### src/rtl/wb_riscv_ctrl_pkg.sv
// Shared constants for the Wishbone RISC-V core control block: register map,
// CTRL / MBOX_STAT bit positions and the byte-lane write helper.
package wb_riscv_ctrl_pkg;

  localparam logic [31:0] DEFAULT_CORE_ID = 32'h5448_0001;

  localparam logic [7:0] OFF_ID        = 8'h00;
  localparam logic [7:0] OFF_CTRL      = 8'h04;
  localparam logic [7:0] OFF_IO_OUT    = 8'h08;
  localparam logic [7:0] OFF_IO_OEB    = 8'h0C;
  localparam logic [7:0] OFF_MBOX_DATA = 8'h10;
  localparam logic [7:0] OFF_MBOX_STAT = 8'h14;
  localparam logic [7:0] OFF_SCRATCH   = 8'h18;
  localparam logic [7:0] OFF_IO_HI     = 8'h1C;

  localparam int CTRL_MODE_LSB = 0;
  localparam int CTRL_MODE_MSB = 1;
  localparam int CTRL_RUN      = 2;
  localparam int CTRL_IRQ_EN   = 3;
  localparam int CTRL_W        = 4;

  localparam int STAT_COUNT_LSB = 0;
  localparam int STAT_COUNT_MSB = 2;
  localparam int STAT_EMPTY     = 3;
  localparam int STAT_FULL      = 4;
  localparam int STAT_OVF       = 5;
  localparam int STAT_UDF       = 6;

  localparam int MBOX_DEPTH  = 4;
  localparam int MBOX_DATA_W = 8;

  // Field order mirrors the MBOX_STAT bit indices above (count in the LSBs).
  typedef struct packed {
    logic       udf;
    logic       ovf;
    logic       full;
    logic       empty;
    logic [2:0] count;
  } mbox_stat_t;

  function automatic logic [31:0] merge_bytes(input logic [31:0] old_w,
                                              input logic [31:0] new_w,
                                              input logic [3:0]  sel);
    logic [31:0] res;
    res = old_w;
    for (int b = 0; b < 4; b++) begin
      if (sel[b]) res[8*b +: 8] = new_w[8*b +: 8];
    end
    return res;
  endfunction

endpackage

### src/rtl/wb_riscv_ctrl_if.sv
// Wishbone classic slave bus bundle for the core control block.
interface wb_riscv_ctrl_if;
  logic        wbs_cyc_i;
  logic        wbs_stb_i;
  logic        wbs_we_i;
  logic [31:0] wbs_adr_i;
  logic [31:0] wbs_dat_i;
  logic [3:0]  wbs_sel_i;
  logic [31:0] wbs_dat_o;
  logic        wbs_ack_o;

  modport master (
    output wbs_cyc_i, wbs_stb_i, wbs_we_i, wbs_adr_i, wbs_dat_i, wbs_sel_i,
    input  wbs_dat_o, wbs_ack_o
  );

  modport slave (
    input  wbs_cyc_i, wbs_stb_i, wbs_we_i, wbs_adr_i, wbs_dat_i, wbs_sel_i,
    output wbs_dat_o, wbs_ack_o
  );
endinterface

### src/rtl/mbox_fifo.sv
// Small synchronous FIFO used as the core-to-host mailbox. Push is refused
// when full and pop when empty; DEPTH must be a power of two.
module mbox_fifo #(
  parameter int DATA_W = 8,
  parameter int DEPTH  = 4
) (
  input  logic                             clk,
  input  logic                             rst_n,
  input  logic                             push,
  input  logic [DATA_W-1:0]                wdata,
  input  logic                             pop,
  output logic [DATA_W-1:0]                rdata,
  output logic                             full,
  output logic                             empty,
  output logic [$clog2(DEPTH+1)-1:0]       count
);
  localparam int PTR_W = $clog2(DEPTH);
  localparam int CNT_W = $clog2(DEPTH + 1);

  logic [DATA_W-1:0] mem [DEPTH];
  logic [PTR_W-1:0]  wr_ptr, rd_ptr;
  logic              do_push, do_pop;

  assign do_push = push & ~full;
  assign do_pop  = pop & ~empty;
  assign full    = (count == CNT_W'(DEPTH));
  assign empty   = (count == '0);
  assign rdata   = mem[rd_ptr];

  always_ff @(posedge clk) begin
    if (do_push) mem[wr_ptr] <= wdata;
  end

  always_ff @(posedge clk or negedge rst_n) begin
    if (!rst_n) begin
      wr_ptr <= '0;
      rd_ptr <= '0;
      count  <= '0;
    end else begin
      if (do_push) wr_ptr <= wr_ptr + PTR_W'(1);
      if (do_pop)  rd_ptr <= rd_ptr + PTR_W'(1);
      case ({do_push, do_pop})
        2'b10:   count <= count + CNT_W'(1);
        2'b01:   count <= count - CNT_W'(1);
        default: count <= count;
      endcase
    end
  end
endmodule

### src/rtl/wb_riscv_ctrl.sv
// Wishbone register window controlling a RISC-V core: ID, CTRL, pad monitor
// readback, a 4-entry core-to-host mailbox with sticky error flags, scratch.
module wb_riscv_ctrl
  import wb_riscv_ctrl_pkg::*;
#(
  parameter logic [31:0] BASE_ADDR = 32'h3000_0000,
  parameter logic [31:0] CORE_ID   = DEFAULT_CORE_ID
) (
  input  logic           wb_clk_i,
  input  logic           rst_n,
  wb_riscv_ctrl_if.slave wb,
  output logic [1:0]     custom_settings,
  output logic           core_rst_n,
  input  logic [32:0]    io_out_mon,
  input  logic [33:0]    io_oeb_mon,
  input  logic [7:0]     mbox_wdata,
  input  logic           mbox_wvalid,
  output logic           mbox_wready,
  output logic [2:0]     user_irq
);
  localparam int CNT_W = $clog2(MBOX_DEPTH + 1);

  logic              hit, access, wr_en, rd_en;
  logic [7:0]        reg_off;
  logic              ack_q;
  logic [31:0]       dat_q, rd_data;
  logic [CTRL_W-1:0] ctrl_q;
  logic [31:0]       scratch_q;
  logic              ovf_q, udf_q, irq_q;
  logic [32:0]       io_out_p0, io_out_p1;
  logic [33:0]       io_oeb_p0, io_oeb_p1;
  logic              mbox_rd, stat_wr;
  logic              fifo_pop, fifo_full, fifo_empty;
  logic [7:0]        fifo_head;
  logic [CNT_W-1:0]  fifo_count;
  mbox_stat_t        stat;
  logic              unused_adr_bits;

  // An access is accepted only when ack is low, so each transfer yields a
  // single-cycle ack and back-to-back transfers take two cycles.
  assign hit     = wb.wbs_cyc_i & wb.wbs_stb_i & (wb.wbs_adr_i[31:8] == BASE_ADDR[31:8]);
  assign access  = hit & ~ack_q;
  assign wr_en   = access & wb.wbs_we_i;
  assign rd_en   = access & ~wb.wbs_we_i;
  assign reg_off = {wb.wbs_adr_i[7:2], 2'b00};
  assign unused_adr_bits = ^wb.wbs_adr_i[1:0];

  assign mbox_rd  = rd_en & (reg_off == OFF_MBOX_DATA);
  assign fifo_pop = mbox_rd & ~fifo_empty;
  assign stat_wr  = wr_en & (reg_off == OFF_MBOX_STAT) & wb.wbs_sel_i[0];

  mbox_fifo #(
    .DATA_W (MBOX_DATA_W),
    .DEPTH  (MBOX_DEPTH)
  ) u_mbox (
    .clk   (wb_clk_i),
    .rst_n (rst_n),
    .push  (mbox_wvalid),
    .wdata (mbox_wdata),
    .pop   (fifo_pop),
    .rdata (fifo_head),
    .full  (fifo_full),
    .empty (fifo_empty),
    .count (fifo_count)
  );

  assign mbox_wready = ~fifo_full;

  always_comb begin
    stat       = '0;
    stat.count = fifo_count;
    stat.empty = fifo_empty;
    stat.full  = fifo_full;
    stat.ovf   = ovf_q;
    stat.udf   = udf_q;
  end

  always_comb begin
    rd_data = '0;
    case (reg_off)
      OFF_ID:        rd_data = CORE_ID;
      OFF_CTRL:      rd_data = {{(32-CTRL_W){1'b0}}, ctrl_q};
      OFF_IO_OUT:    rd_data = io_out_p1[31:0];
      OFF_IO_OEB:    rd_data = io_oeb_p1[31:0];
      OFF_MBOX_DATA: rd_data = fifo_empty ? 32'h0 : {24'h0, fifo_head};
      OFF_MBOX_STAT: rd_data = {25'h0, stat};
      OFF_SCRATCH:   rd_data = scratch_q;
      OFF_IO_HI:     rd_data = {29'h0, io_out_p1[32], io_oeb_p1[33:32]};
      default:       rd_data = '0;
    endcase
  end

  // Monitor synchroniser stage p0 -> p1
  always_ff @(posedge wb_clk_i) begin
    io_out_p0 <= io_out_mon;
    io_oeb_p0 <= io_oeb_mon;
    io_out_p1 <= io_out_p0;
    io_oeb_p1 <= io_oeb_p0;
  end

  always_ff @(posedge wb_clk_i or negedge rst_n) begin
    if (!rst_n) begin
      ack_q     <= 1'b0;
      dat_q     <= '0;
      ctrl_q    <= '0;
      scratch_q <= '0;
      ovf_q     <= 1'b0;
      udf_q     <= 1'b0;
      irq_q     <= 1'b0;
    end else begin
      ack_q <= access;
      dat_q <= rd_en ? rd_data : 32'h0;
      if (wr_en && reg_off == OFF_CTRL && wb.wbs_sel_i[0])
        ctrl_q <= wb.wbs_dat_i[CTRL_W-1:0];
      if (wr_en && reg_off == OFF_SCRATCH)
        scratch_q <= merge_bytes(scratch_q, wb.wbs_dat_i, wb.wbs_sel_i);
      // Setting a sticky flag wins over a same-cycle clear.
      if (mbox_wvalid && fifo_full)                 ovf_q <= 1'b1;
      else if (stat_wr && wb.wbs_dat_i[STAT_OVF])   ovf_q <= 1'b0;
      if (mbox_rd && fifo_empty)                    udf_q <= 1'b1;
      else if (stat_wr && wb.wbs_dat_i[STAT_UDF])   udf_q <= 1'b0;
      irq_q <= ctrl_q[CTRL_IRQ_EN] & ~fifo_empty;
    end
  end

  assign wb.wbs_ack_o    = ack_q;
  assign wb.wbs_dat_o    = dat_q;
  assign custom_settings = ctrl_q[CTRL_MODE_MSB:CTRL_MODE_LSB];
  assign core_rst_n      = ctrl_q[CTRL_RUN];
  assign user_irq        = {2'b00, irq_q};
endmodule
### src/flat_wrapper.sv
// flat-port wrapper written by rule: the top's interface ports become plain ports
module wb_riscv_ctrl_flat import wb_riscv_ctrl_pkg::*;
#(
  parameter logic [31:0] BASE_ADDR = 32'h3000_0000,
  parameter logic [31:0] CORE_ID   = DEFAULT_CORE_ID
)
  (wb_clk_i, rst_n, custom_settings, core_rst_n, io_out_mon, io_oeb_mon, mbox_wdata, mbox_wvalid, mbox_wready, user_irq, wb_wbs_cyc_i, wb_wbs_stb_i, wb_wbs_we_i, wb_wbs_adr_i, wb_wbs_dat_i, wb_wbs_sel_i, wb_wbs_dat_o, wb_wbs_ack_o);
  wb_riscv_ctrl_if wb_i ();
  input  logic wb_clk_i;
  input  logic rst_n;
  output logic [1:0] custom_settings;
  output logic core_rst_n;
  input  logic [32:0] io_out_mon;
  input  logic [33:0] io_oeb_mon;
  input  logic [7:0] mbox_wdata;
  input  logic mbox_wvalid;
  output logic mbox_wready;
  output logic [2:0] user_irq;
  input wire logic [$bits(wb_i.wbs_cyc_i)-1:0] wb_wbs_cyc_i;
  input wire logic [$bits(wb_i.wbs_stb_i)-1:0] wb_wbs_stb_i;
  input wire logic [$bits(wb_i.wbs_we_i)-1:0] wb_wbs_we_i;
  input wire logic [$bits(wb_i.wbs_adr_i)-1:0] wb_wbs_adr_i;
  input wire logic [$bits(wb_i.wbs_dat_i)-1:0] wb_wbs_dat_i;
  input wire logic [$bits(wb_i.wbs_sel_i)-1:0] wb_wbs_sel_i;
  output wire logic [$bits(wb_i.wbs_dat_o)-1:0] wb_wbs_dat_o;
  output wire logic [$bits(wb_i.wbs_ack_o)-1:0] wb_wbs_ack_o;
  assign wb_i.wbs_cyc_i = wb_wbs_cyc_i;
  assign wb_i.wbs_stb_i = wb_wbs_stb_i;
  assign wb_i.wbs_we_i = wb_wbs_we_i;
  assign wb_i.wbs_adr_i = wb_wbs_adr_i;
  assign wb_i.wbs_dat_i = wb_wbs_dat_i;
  assign wb_i.wbs_sel_i = wb_wbs_sel_i;
  assign wb_wbs_dat_o = wb_i.wbs_dat_o;
  assign wb_wbs_ack_o = wb_i.wbs_ack_o;
  wb_riscv_ctrl #(.BASE_ADDR(BASE_ADDR), .CORE_ID(CORE_ID)) u_core (.wb_clk_i(wb_clk_i), .rst_n(rst_n), .wb(wb_i), .custom_settings(custom_settings), .core_rst_n(core_rst_n), .io_out_mon(io_out_mon), .io_oeb_mon(io_oeb_mon), .mbox_wdata(mbox_wdata), .mbox_wvalid(mbox_wvalid), .mbox_wready(mbox_wready), .user_irq(user_irq));
endmodule
### config.mk
export PLATFORM = sky130hd
export DESIGN_NAME = wb_riscv_ctrl_flat
export DESIGN_NICKNAME = d
export VERILOG_FILES = /design/src/rtl/wb_riscv_ctrl_pkg.sv /design/src/rtl/wb_riscv_ctrl_if.sv /design/src/rtl/mbox_fifo.sv /design/src/rtl/wb_riscv_ctrl.sv /design/src/flat_wrapper.sv
export SDC_FILE = /design/constraint.sdc
export NUM_CORES = 1
export LEC_CHECK = 0
export CAP_MARGIN = 5
export CORE_ASPECT_RATIO = 1.75
export CORE_MARGIN = 8
export CORE_UTILIZATION = 45
export DETAILED_ROUTE_END_ITERATION = 7
export PLACE_DENSITY = 0.74
export SETUP_SLACK_MARGIN = 0.4
export SYNTH_ARGS = -nofsm -noshare
export SYNTH_HDL_FRONTEND = slang
export SYNTH_SLANG_ARGS = --single-unit
### constraint.sdc
create_clock -name wb_clk_i -period 5.7 [get_ports wb_clk_i]
set_input_delay 0.57 -clock wb_clk_i [delete_from_list [all_inputs] [get_ports wb_clk_i]]
set_output_delay 0.57 -clock wb_clk_i [all_outputs]
set_load 0.02 [all_outputs]
==> report_table.html, run 1 <==
<table>
<tr><th>Metric</th><th>Value</th></tr>
<tr><th colspan="2">Logic synthesis</th></tr>
<tr><td>Sequential share of the synthesized area</td><td>0.7282</td></tr>
<tr><td>Number of enable-type register cells in the synthesized netlist</td><td>32</td></tr>
<tr><td>Cell area after technology mapping</td><td>7719 µm²</td></tr>
<tr><td>Flop and latch count out of synthesis</td><td>245</td></tr>
<tr><td>Mapped Avg Cell Area</td><td>15.85 µm²</td></tr>
<tr><td>Ys Warns</td><td>0</td></tr>
<tr><td>Share of synthesized flip-flops with an asynchronous set or reset</td><td>0.3224</td></tr>
<tr><td>Number of instances in the synthesized netlist</td><td>487</td></tr>
<tr><td>Unique cell type count in the Yosys netlist</td><td>46</td></tr>
<tr><td>Post-synth top flop</td><td>sky130_fd_sc_hd__dfxtp_1</td></tr>
<tr><th colspan="2">Placement</th></tr>
<tr><td>Gpl congestion</td><td>0.8028</td></tr>
<tr><td>HPWL after detailed placement</td><td>14350 µm</td></tr>
<tr><td>Placement Setup Slack</td><td>between 2 and 2.5 ns</td></tr>
<tr><td>Post-DP Area</td><td>9761 µm²</td></tr>
<tr><td>Port bufs</td><td>between 150 and 200</td></tr>
<tr><th colspan="2">Setup path</th></tr>
<tr><td>Worst R2R Setup Slack</td><td>roughly 3.0 ns</td></tr>
<tr><td>Critical path data arrival time</td><td>3.59 ns</td></tr>
<tr><td>Required time at the worst-slack endpoint</td><td>6.12 ns</td></tr>
<tr><td>Number of cells on the worst reg-to-reg path</td><td>9</td></tr>
<tr><td>CP Class</td><td>in -&gt; reg</td></tr>
<tr><td>Type of element launching the critical path</td><td>input pin</td></tr>
<tr><td>End of the worst register-to-register path</td><td>u_core.u_mbox.count[2]</td></tr>
<tr><td>Worst setup EP type</td><td>register</td></tr>
<tr><td>Reg2Reg Launch Point</td><td>u_core.wb.wbs_ack_o</td></tr>
<tr><td>Maximum fanout encountered on the critical timing path</td><td>13</td></tr>
<tr><th colspan="2">Timing</th></tr>
<tr><td>Unrepaired setup endpoints after global routing</td><td>no</td></tr>
<tr><td>Post-layout minimum cycle time</td><td>3.169 ns</td></tr>
<tr><td>Final Hold Viols</td><td>0</td></tr>
<tr><td>Max frequency</td><td>315.6 MHz</td></tr>
<tr><td>Worst Max-Slew Pin Slew</td><td>1.034 ns</td></tr>
<tr><td>Part of the cycle the worst path needs</td><td>0.5560</td></tr>
<tr><td>Number of pins with negative max-slew slack in the final report</td><td>0</td></tr>
<tr><td>Post-Route Skew</td><td>0.009292 ns</td></tr>
<tr><td>Smallest setup slack after layout</td><td>2.531 ns</td></tr>
<tr><td>Final TNS setup</td><td>0 ns</td></tr>
<tr><td>Normalized max-slew margin</td><td>0.3103</td></tr>
<tr><td>Count of final setup violators</td><td>0</td></tr>
<tr><th colspan="2">Clock tree</th></tr>
<tr><td>Post-CTS setup-driven buffer insertion count</td><td>0</td></tr>
<tr><td>TritonCTS clock tree</td><td>built</td></tr>
<tr><td>Clock buffer count from CTS</td><td>22</td></tr>
<tr><td>H-tree levels</td><td>1</td></tr>
<tr><td>Hold buffer count at cts</td><td>0</td></tr>
<tr><td>Maximum number of buffers from clock root to sink</td><td>3</td></tr>
<tr><td>Clock-pin transition on the worst setup and hold timing paths</td><td>0.07 ns</td></tr>
<tr><td>CTS resizes</td><td>0</td></tr>
<tr><td>Root buffer cell</td><td>sky130_fd_sc_hd__clkbuf_16</td></tr>
<tr><td>Clock latency on the worst-skew pair</td><td>0.49 ns</td></tr>
<tr><td>Sinks on Clock Net</td><td>245</td></tr>
<tr><th colspan="2">Cells and area</th></tr>
<tr><td>Most common cell after layout, fill and taps aside</td><td>sky130_fd_sc_hd__clkdlybuf4s50_1</td></tr>
<tr><td>Final nets</td><td>830</td></tr>
<tr><td>Fin area</td><td>roughly 11000 µm²</td></tr>
<tr><td>Synthesis-to-layout area growth</td><td>36.94%</td></tr>
<tr><td>Diode count</td><td>0</td></tr>
<tr><td>Fraction of layout cells with a size suffix above 1</td><td>0.1476</td></tr>
<tr><td>Number of filler instances in the final layout</td><td>between 1000 and 1500</td></tr>
<tr><td>Most frequent cells in the layout</td><td>sky130_fd_sc_hd__clkdlybuf4s50_1 (183), sky130_fd_sc_hd__dfxtp_1 (134), sky130_fd_sc_hd__dfrtp_1 (79), sky130_fd_sc_hd__edfxtp_1 (32), sky130_fd_sc_hd__mux2_2 (28)</td></tr>
<tr><th colspan="2">Outcome</th></tr>
<tr><td>Status</td><td>finished clean</td></tr>
<tr><th colspan="2">Power</th></tr>
<tr><td>Power density over the cells</td><td>359.7 nW/µm²</td></tr>
<tr><td>Static power due to leakage</td><td>4.266 nW</td></tr>
<tr><td>Largest voltage drop on the vdd net</td><td>0.0003172 V</td></tr>
<tr><th colspan="2">Route</th></tr>
<tr><td>DRC marker count from the first detailed-route iteration</td><td>389</td></tr>
<tr><td>Average detailed-routed wire length per instance</td><td>21.16 µm</td></tr>
<tr><td>First-pass iteration count of the detailed router</td><td>7</td></tr>
<tr><td>Detailed-route via count</td><td>4714</td></tr>
<tr><td>Avg Vias per Cell</td><td>between 5 and 6</td></tr>
<tr><td>Total length of routed wires</td><td>19430 µm</td></tr>
<tr><td>Post-route ant nets</td><td>0</td></tr>
<tr><td>Remaining design rule violation count</td><td>0</td></tr>
<tr><th colspan="2">GRT</th></tr>
<tr><td>Total congestion overflow</td><td>0</td></tr>
<tr><td>First-pass GRT wire length</td><td>29900 µm</td></tr>
<tr><td>Fraction of met2 tracks used by global routing</td><td>0.3562</td></tr>
<tr><td>Vias in the first global route</td><td>5360</td></tr>
<tr><td>Overall Global Routing Usage</td><td>0.1805</td></tr>
<tr><td>Top Usage Layer GRT</td><td>met2</td></tr>
<tr><td>Met1 Track Usage GR</td><td>0.1730</td></tr>
<tr><td>Met3 usage</td><td>0.03796</td></tr>
<tr><td>Antenna violations before repair</td><td>0</td></tr>
<tr><td>Pin count of the biggest net entering global routing</td><td>80</td></tr>
<tr><th colspan="2">Die</th></tr>
<tr><td>Vertical extent of the die</td><td>189.3 µm</td></tr>
<tr><td>Die footprint</td><td>21760 µm²</td></tr>
<tr><td>Number of placement rows</td><td>63</td></tr>
<tr><td>Core region area</td><td>16870 µm²</td></tr>
<tr><td>Horizontal die dimension</td><td>115 µm</td></tr>
<tr><td>I/O pins</td><td>189</td></tr>
<tr><td>Starting density of the core</td><td>0.4576</td></tr>
<tr><th colspan="2">Run</th></tr>
<tr><td>Count of maximum capacitance violations</td><td>0</td></tr>
<tr><th colspan="2">Min path</th></tr>
<tr><td>Type of the most critical hold path</td><td>in -&gt; async</td></tr>
</table>
==> final cells by class <==
cell class | count | area (µm²) | share of cell area
Clock inverter | 5 | 85.08 | 0.008049
Inverter | 8 | 30.03 | 0.002841
Sequential cell | 245 | 5620 | 0.5317
Clock buffer | 35 | 724.4 | 0.06854
Multi-Input combinational cell | 210 | 1957 | 0.1851
Tap cell | 227 | 284.0 | 0.02687
Timing Repair Buffer | 188 | 1869 | 0.1768
==> per-stage QoR <==
| step | hold WS, ns | power [mW] | utilization | instances |
|---|---|---|---|---|
| 6_report | 0.2469 | 3.802 | 0.6266 | 918 |
| 5_1_grt | 0.3307 | 3.951 | 0.6266 | 918 |
| 4_1_cts | 0.2937 | 3.840 | 0.6266 | 918 |
| 3_5_place_dp | 0.3121 | 2.256 | 0.5786 | 878 |
| 3_3_place_gp | 0.3111 | 2.234 | 0.5786 | 878 |
| 2_1_floorplan | 0.2744 | 2.073 | - | 488 |
==> cells by family (layout without fill, tap and decap cells) <==
kind of cell               count (synthesis)  in the layout  share of synthesized area
AOI/OAI and AO/OA                         58             58                    0.05965
other                                      1              2                  0.0004858
DFF                                      245            245                     0.7282
xor gates and xnor gates                   6              6                   0.006808
muxes                                     49             49                    0.08964
buffers and inverters                     33            236                    0.01881
adders and majority gates                  6              6                    0.01070
and+or+nand+nor                           89             89                    0.08575
==> flip-flops by register name (all words and copies together), names as in the netlist <==
signal and flops:
u_core.io_oeb_p0 34, u_core.io_oeb_p1 34, u_core.io_out_p0 33, u_core.io_out_p1 33, u_core.scratch_q 32, u_core.u_mbox.mem 32, u_core.wb.wbs_dat_o 32, u_core.ctrl_q 4
u_core.u_mbox.count 3, u_core.u_mbox.rd_ptr 2, u_core.u_mbox.wr_ptr 2, u_core.irq_q 1, u_core.ovf_q 1, u_core.udf_q 1, u_core.wb.wbs_ack_o 1
==> power by group <==
group	internal (mW)	switching, mW
logic	0.156	0.134
registers	1.88	0.0453
clock network	0.970	0.618
total	3.01	0.797
==> worst max path at each step <==
stage / depth (start not counted) / end / slack [ns] / startpoint
detailed placement: 10 / u_core.u_mbox.count[2] / 2.05 / wb_wbs_adr_i[3]
global route: 10 / u_core.u_mbox.count[2] / 2.34 / wb_wbs_adr_i[4]
global placement: 10 / u_core.u_mbox.count[2] / 2.10 / wb_wbs_adr_i[2]
floorplan: 9 / u_core.u_mbox.count[2] / 3.02 / wb_wbs_adr_i[16]
finish: 10 / u_core.u_mbox.count[2] / 2.53 / wb_wbs_adr_i[3]
CTS: 10 / u_core.u_mbox.count[2] / 2.55 / wb_wbs_adr_i[3]
==> per-layer routing <==
layer	vias up	routed length, µm	part of all wire
met5	-	0	0
met4	0	521	0.027
met3	36	1158	0.060
met2	181	11310	0.58
met1	2351	6440	0.33
li1	2146	-	-
==> cell usage after synthesis, types with 3 or more instances <==
master	instances	area [µm²]
sky130_fd_sc_hd__dfxtp_1	134	2683
sky130_fd_sc_hd__dfrtp_1	79	1977
sky130_fd_sc_hd__edfxtp_1	32	960.9
sky130_fd_sc_hd__mux2_2	28	315.3
sky130_fd_sc_hd__nor2_1	24	90.09
sky130_fd_sc_hd__a222oi_1	23	230.2
sky130_fd_sc_hd__nand2_1	21	78.83
sky130_fd_sc_hd__clkbuf_1	16	60.06
sky130_fd_sc_hd__a22oi_1	14	105.1
sky130_fd_sc_hd__mux4_2	10	225.2
sky130_fd_sc_hd__nor4_4	10	212.7
sky130_fd_sc_hd__a21oi_1	8	40.04
sky130_fd_sc_hd__inv_1	8	30.03
sky130_fd_sc_hd__mux2_4	8	120.1
sky130_fd_sc_hd__a31oi_1	6	37.54
sky130_fd_sc_hd__and3_1	6	37.54
sky130_fd_sc_hd__buf_4	5	37.54
sky130_fd_sc_hd__ha_1	5	62.56
sky130_fd_sc_hd__and2_1	4	25.02
sky130_fd_sc_hd__nand3_1	4	20.02
sky130_fd_sc_hd__xor2_1	4	35.03
sky130_fd_sc_hd__nor2b_1	3	18.77
sky130_fd_sc_hd__o21ai_0	3	15.01
==> worst max-delay path, stage by stage <==
cell	delay, ns
sky130_fd_sc_hd__clkdlybuf4s50_1	0.72
sky130_fd_sc_hd__nor2b_1	0.45
sky130_fd_sc_hd__nand3_1	0.15
sky130_fd_sc_hd__nor4_1	0.55
sky130_fd_sc_hd__ha_1	0.31
sky130_fd_sc_hd__inv_1	0.07
sky130_fd_sc_hd__fa_1	0.37
sky130_fd_sc_hd__xor2_1	0.15
sky130_fd_sc_hd__nor2_1	0.11
sky130_fd_sc_hd__xor2_1	0.14
(Power assumes the default switching activity.)
==> run 2, diff against run 1 <==
Settings changed: CORE_UTILIZATION 45 to 44, PLACE_DENSITY 0.74 to 0.75.
Clock period 5.7 ns to 2.8 ns, I/O delays scaled along.
==> report_table.html, run 2 (synthesis results as in run 1) <==
<table>
<tr><th>Metric</th><th>Value</th></tr>
<tr><th colspan="2">Cells and area</th></tr>
<tr><td>Fraction of layout cells with a size suffix above 1</td><td>0.1770 (+0.02935)</td></tr>
<tr><td>Most frequent cells in the layout</td><td>sky130_fd_sc_hd__clkdlybuf4s50_1 (182), sky130_fd_sc_hd__dfxtp_1 (134), sky130_fd_sc_hd__dfrtp_1 (79), sky130_fd_sc_hd__edfxtp_1 (32), sky130_fd_sc_hd__mux2_2 (28)</td></tr>
<tr><td>Leading registers by flop count</td><td>u_core.io_oeb_p0 (34), u_core.io_oeb_p1 (34)</td></tr>
<tr><td>Most common cell after layout, fill and taps aside</td><td>sky130_fd_sc_hd__clkdlybuf4s50_1</td></tr>
<tr><td>Synthesis-to-layout area growth</td><td>38.14%</td></tr>
<tr><td>Post-layout util</td><td>0.6136 (-0.01299)</td></tr>
<tr><td>Final nets</td><td>852 (+2.7%)</td></tr>
<tr><td>Final Instance Count excl. Fillers</td><td>944 (+2.8%)</td></tr>
<tr><th colspan="2">Timing</th></tr>
<tr><td>Final TNS setup</td><td>0 ns (unchanged)</td></tr>
<tr><td>Max frequency</td><td>around 430 MHz</td></tr>
<tr><td>Smallest setup slack after layout</td><td>0.4790 ns (-2.052 ns)</td></tr>
<tr><td>Unrepaired setup endpoints after global routing</td><td>yes</td></tr>
<tr><td>Count of final setup violators</td><td>0 (unchanged)</td></tr>
<tr><td>Post-Route Skew</td><td>0.006292 ns (-0.002999 ns)</td></tr>
<tr><td>Final Hold Viols</td><td>0 (unchanged)</td></tr>
<tr><td>Part of the cycle the worst path needs</td><td>0.8289</td></tr>
<tr><td>Normalized max-slew margin</td><td>0.2910 (-0.01932)</td></tr>
<tr><td>Number of pins with negative max-slew slack in the final report</td><td>0 (unchanged)</td></tr>
<tr><td>Worst Max-Slew Pin Slew</td><td>1.063 ns (+0.02897 ns)</td></tr>
<tr><td>Post-layout minimum cycle time</td><td>around 2.3 ns</td></tr>
<tr><th colspan="2">Power</th></tr>
<tr><td>Largest voltage drop on the vdd net</td><td>0.0004612 V (+45%)</td></tr>
<tr><td>Logic pwr share</td><td>0.082 (+0.006)</td></tr>
<tr><td>Static power due to leakage</td><td>4.340 nW (+1.7%)</td></tr>
<tr><td>Power density over the cells</td><td>694.4 nW/µm² (+93%)</td></tr>
<tr><td>Clock network fraction of design power</td><td>0.388 (-0.030)</td></tr>
<tr><td>Switching share of total power</td><td>0.2157 (+0.006097)</td></tr>
<tr><td>Internal power summed over all cells</td><td>5.807 mW (+93%)</td></tr>
<tr><td>Switching power total</td><td>1.597 mW (+100%)</td></tr>
<tr><td>Part of the power in registers</td><td>0.530 (+0.024)</td></tr>
<tr><th colspan="2">Setup path</th></tr>
<tr><td>Required time at the worst-slack endpoint</td><td>3.21 ns (-2.91 ns)</td></tr>
<tr><td>Series of cell instances along the critical path</td><td>clkdlybuf4s50_1 -&gt; nor4_4 -&gt; nand3_1 -&gt; nor4_4 -&gt; ha_1 -&gt; inv_1 -&gt; fa_1 -&gt; xor2_1 -&gt; nor2_1 -&gt; xor2_1</td></tr>
<tr><td>CP Class</td><td>in -&gt; reg</td></tr>
<tr><td>Category of cells accounting for the largest share of critical-path delay</td><td>simple AND/OR/NAND/NOR gates</td></tr>
<tr><td>Crit path buffers/inverters</td><td>2 (unchanged)</td></tr>
<tr><td>Type of element launching the critical path</td><td>input pin</td></tr>
<tr><td>Critical path data arrival time</td><td>2.73 ns (-0.86 ns)</td></tr>
<tr><td>Maximum fanout encountered on the critical timing path</td><td>2 (-11)</td></tr>
<tr><td>Worst setup path start</td><td>wb_wbs_adr_i[2]</td></tr>
<tr><td>Maximum single-stage delay on the critical path</td><td>0.47 ns (-0.25 ns)</td></tr>
<tr><td>Worst setup EP type</td><td>register</td></tr>
<tr><td>Reg2Reg Launch Point</td><td>u_core.u_mbox.count[0]</td></tr>
<tr><td>CP max-delay cell</td><td>sky130_fd_sc_hd__clkdlybuf4s50_1</td></tr>
<tr><th colspan="2">Die</th></tr>
<tr><td>Number of placement rows</td><td>64 (+1.6%)</td></tr>
<tr><td>I/O pins</td><td>189 (unchanged)</td></tr>
<tr><td>Starting density of the core</td><td>0.4442 (-0.01338)</td></tr>
<tr><td>Die footprint</td><td>22200 µm² (+2.0%)</td></tr>
<tr><td>Core region area</td><td>17380 µm² (+3.0%)</td></tr>
<tr><td>Horizontal die dimension</td><td>116.1 µm (+0.97%)</td></tr>
<tr><td>Vertical extent of the die</td><td>191.2 µm (+1.0%)</td></tr>
<tr><th colspan="2">GRT</th></tr>
<tr><td>Total congestion overflow</td><td>0 (unchanged)</td></tr>
<tr><td>Antenna violations before repair</td><td>1 (+1)</td></tr>
<tr><td>First-pass GRT wire length</td><td>29100 µm (-2.7%)</td></tr>
<tr><td>Vias in the first global route</td><td>5305 (-1.0%)</td></tr>
<tr><td>Pin count of the biggest net entering global routing</td><td>80 (unchanged)</td></tr>
<tr><td>Overall Global Routing Usage</td><td>0.1739 (-0.006634)</td></tr>
<tr><th colspan="2">Route</th></tr>
<tr><td>Avg Vias per Cell</td><td>4.962 (-3.4%)</td></tr>
<tr><td>First-pass iteration count of the detailed router</td><td>8 (+1)</td></tr>
<tr><td>Total length of routed wires</td><td>19150 µm (-1.4%)</td></tr>
<tr><td>DRC marker count from the first detailed-route iteration</td><td>330 (-15%)</td></tr>
<tr><td>Remaining design rule violation count</td><td>0 (unchanged)</td></tr>
<tr><td>Average detailed-routed wire length per instance</td><td>20.29 µm (-4.1%)</td></tr>
<tr><td>Post-route ant nets</td><td>0 (unchanged)</td></tr>
<tr><td>Detailed-route via count</td><td>4684 (-0.64%)</td></tr>
<tr><th colspan="2">Clock tree</th></tr>
<tr><td>Clock-pin transition on the worst setup and hold timing paths</td><td>0.07 ns (about the same)</td></tr>
<tr><td>H-tree levels</td><td>1 (unchanged)</td></tr>
<tr><td>Clock latency on the worst-skew pair</td><td>0.49 ns (about the same)</td></tr>
<tr><td>Root buffer cell</td><td>sky130_fd_sc_hd__clkbuf_16</td></tr>
<tr><td>Maximum number of buffers from clock root to sink</td><td>3 (unchanged)</td></tr>
<tr><td>Clock buffer count from CTS</td><td>21 (-4.5%)</td></tr>
<tr><td>Sinks on Clock Net</td><td>245 (unchanged)</td></tr>
<tr><td>Post-CTS setup-driven buffer insertion count</td><td>0 (unchanged)</td></tr>
<tr><td>TritonCTS clock tree</td><td>built</td></tr>
<tr><th colspan="2">Outcome</th></tr>
<tr><td>Status</td><td>finished clean</td></tr>
<tr><th colspan="2">Placement</th></tr>
<tr><td>Port bufs</td><td>184 (unchanged)</td></tr>
<tr><td>HPWL after detailed placement</td><td>14530 µm (+1.2%)</td></tr>
<tr><td>Placed Cells</td><td>904 (+3.0%)</td></tr>
<tr><td>Gpl congestion</td><td>0.8321 (+3.6%)</td></tr>
<tr><td>Placement Setup Slack</td><td>-0.01458 ns (-2.060 ns)</td></tr>
<tr><th colspan="2">Min path</th></tr>
<tr><td>Type of the most critical hold path</td><td>in -&gt; reg</td></tr>
<tr><td>Start point of the worst hold path</td><td>io_out_mon[23]</td></tr>
<tr><th colspan="2">Run</th></tr>
<tr><td>Count of maximum capacitance violations</td><td>0 (unchanged)</td></tr>
</table>
[run 2: timing repair]
item | CTS | global route
setup endpoints to repair | 0 | 2
hold endpoints to repair | 11 | 0
resized for setup | 0 | 4
hold buffers | 1 | 0
[run 2: area by class of cell]
type	instances	area (µm²)
tap	231	289.0
clock buffer	25	570.5
sequential	245	5620
antenna	1	2.502
clock inverter	13	125.1
inverter	8	30.03
fill	1314	6714
timing repair buffer	211	2047
multi-input combinational	210	1978
[run 2: worst paths after layout]
check,end,slack [ns],depth (start not counted)
worst max-delay path,u_core.u_mbox.count[2],0.48,10
worst min-delay path,u_core.io_out_p0[23],0.22,1
worst max register to register,u_core.u_mbox.count[2],0.56,9
worst min register to register,u_core.io_oeb_p1[8],0.33,0
max in group asynchronous,u_core.wb.wbs_dat_o[4],1.58,2
min in group asynchronous,u_core.wb.wbs_dat_o[13],0.46,2
[run 2: power by group through the flow]
stage	sequential [mW]	clock (mW)	combinational, mW
2_1_floorplan	3.96	0	0.264
3_3_place_gp	3.98	0	0.585
3_5_place_dp	4.00	0	0.610
4_1_cts	3.92	2.94	0.612
5_1_grt	3.94	3.09	0.666
6_report	3.92	2.87	0.609
[run 2: stage by stage]
stage | hold WS, ns | instance area [µm²] | power, mW
after global routing | 0.2104 | 10660 | 7.692
after global placement | 0.3113 | 9937 | 4.563
final | 0.2231 | 10660 | 7.404
after detailed placement | 0.3121 | 9937 | 4.607
after CTS | 0.2080 | 10640 | 7.472
after floorplan | -0.01559 | 7729 | 4.220
[run 2: per-layer routing]
layer,global-route usage,vias up,part of all wire
met5,0,-,0
met4,0.09132,0,0.048
met3,0.03132,50,0.053
met2,0.3291,169,0.56
met1,0.1726,2278,0.34
li1,-,2187,-
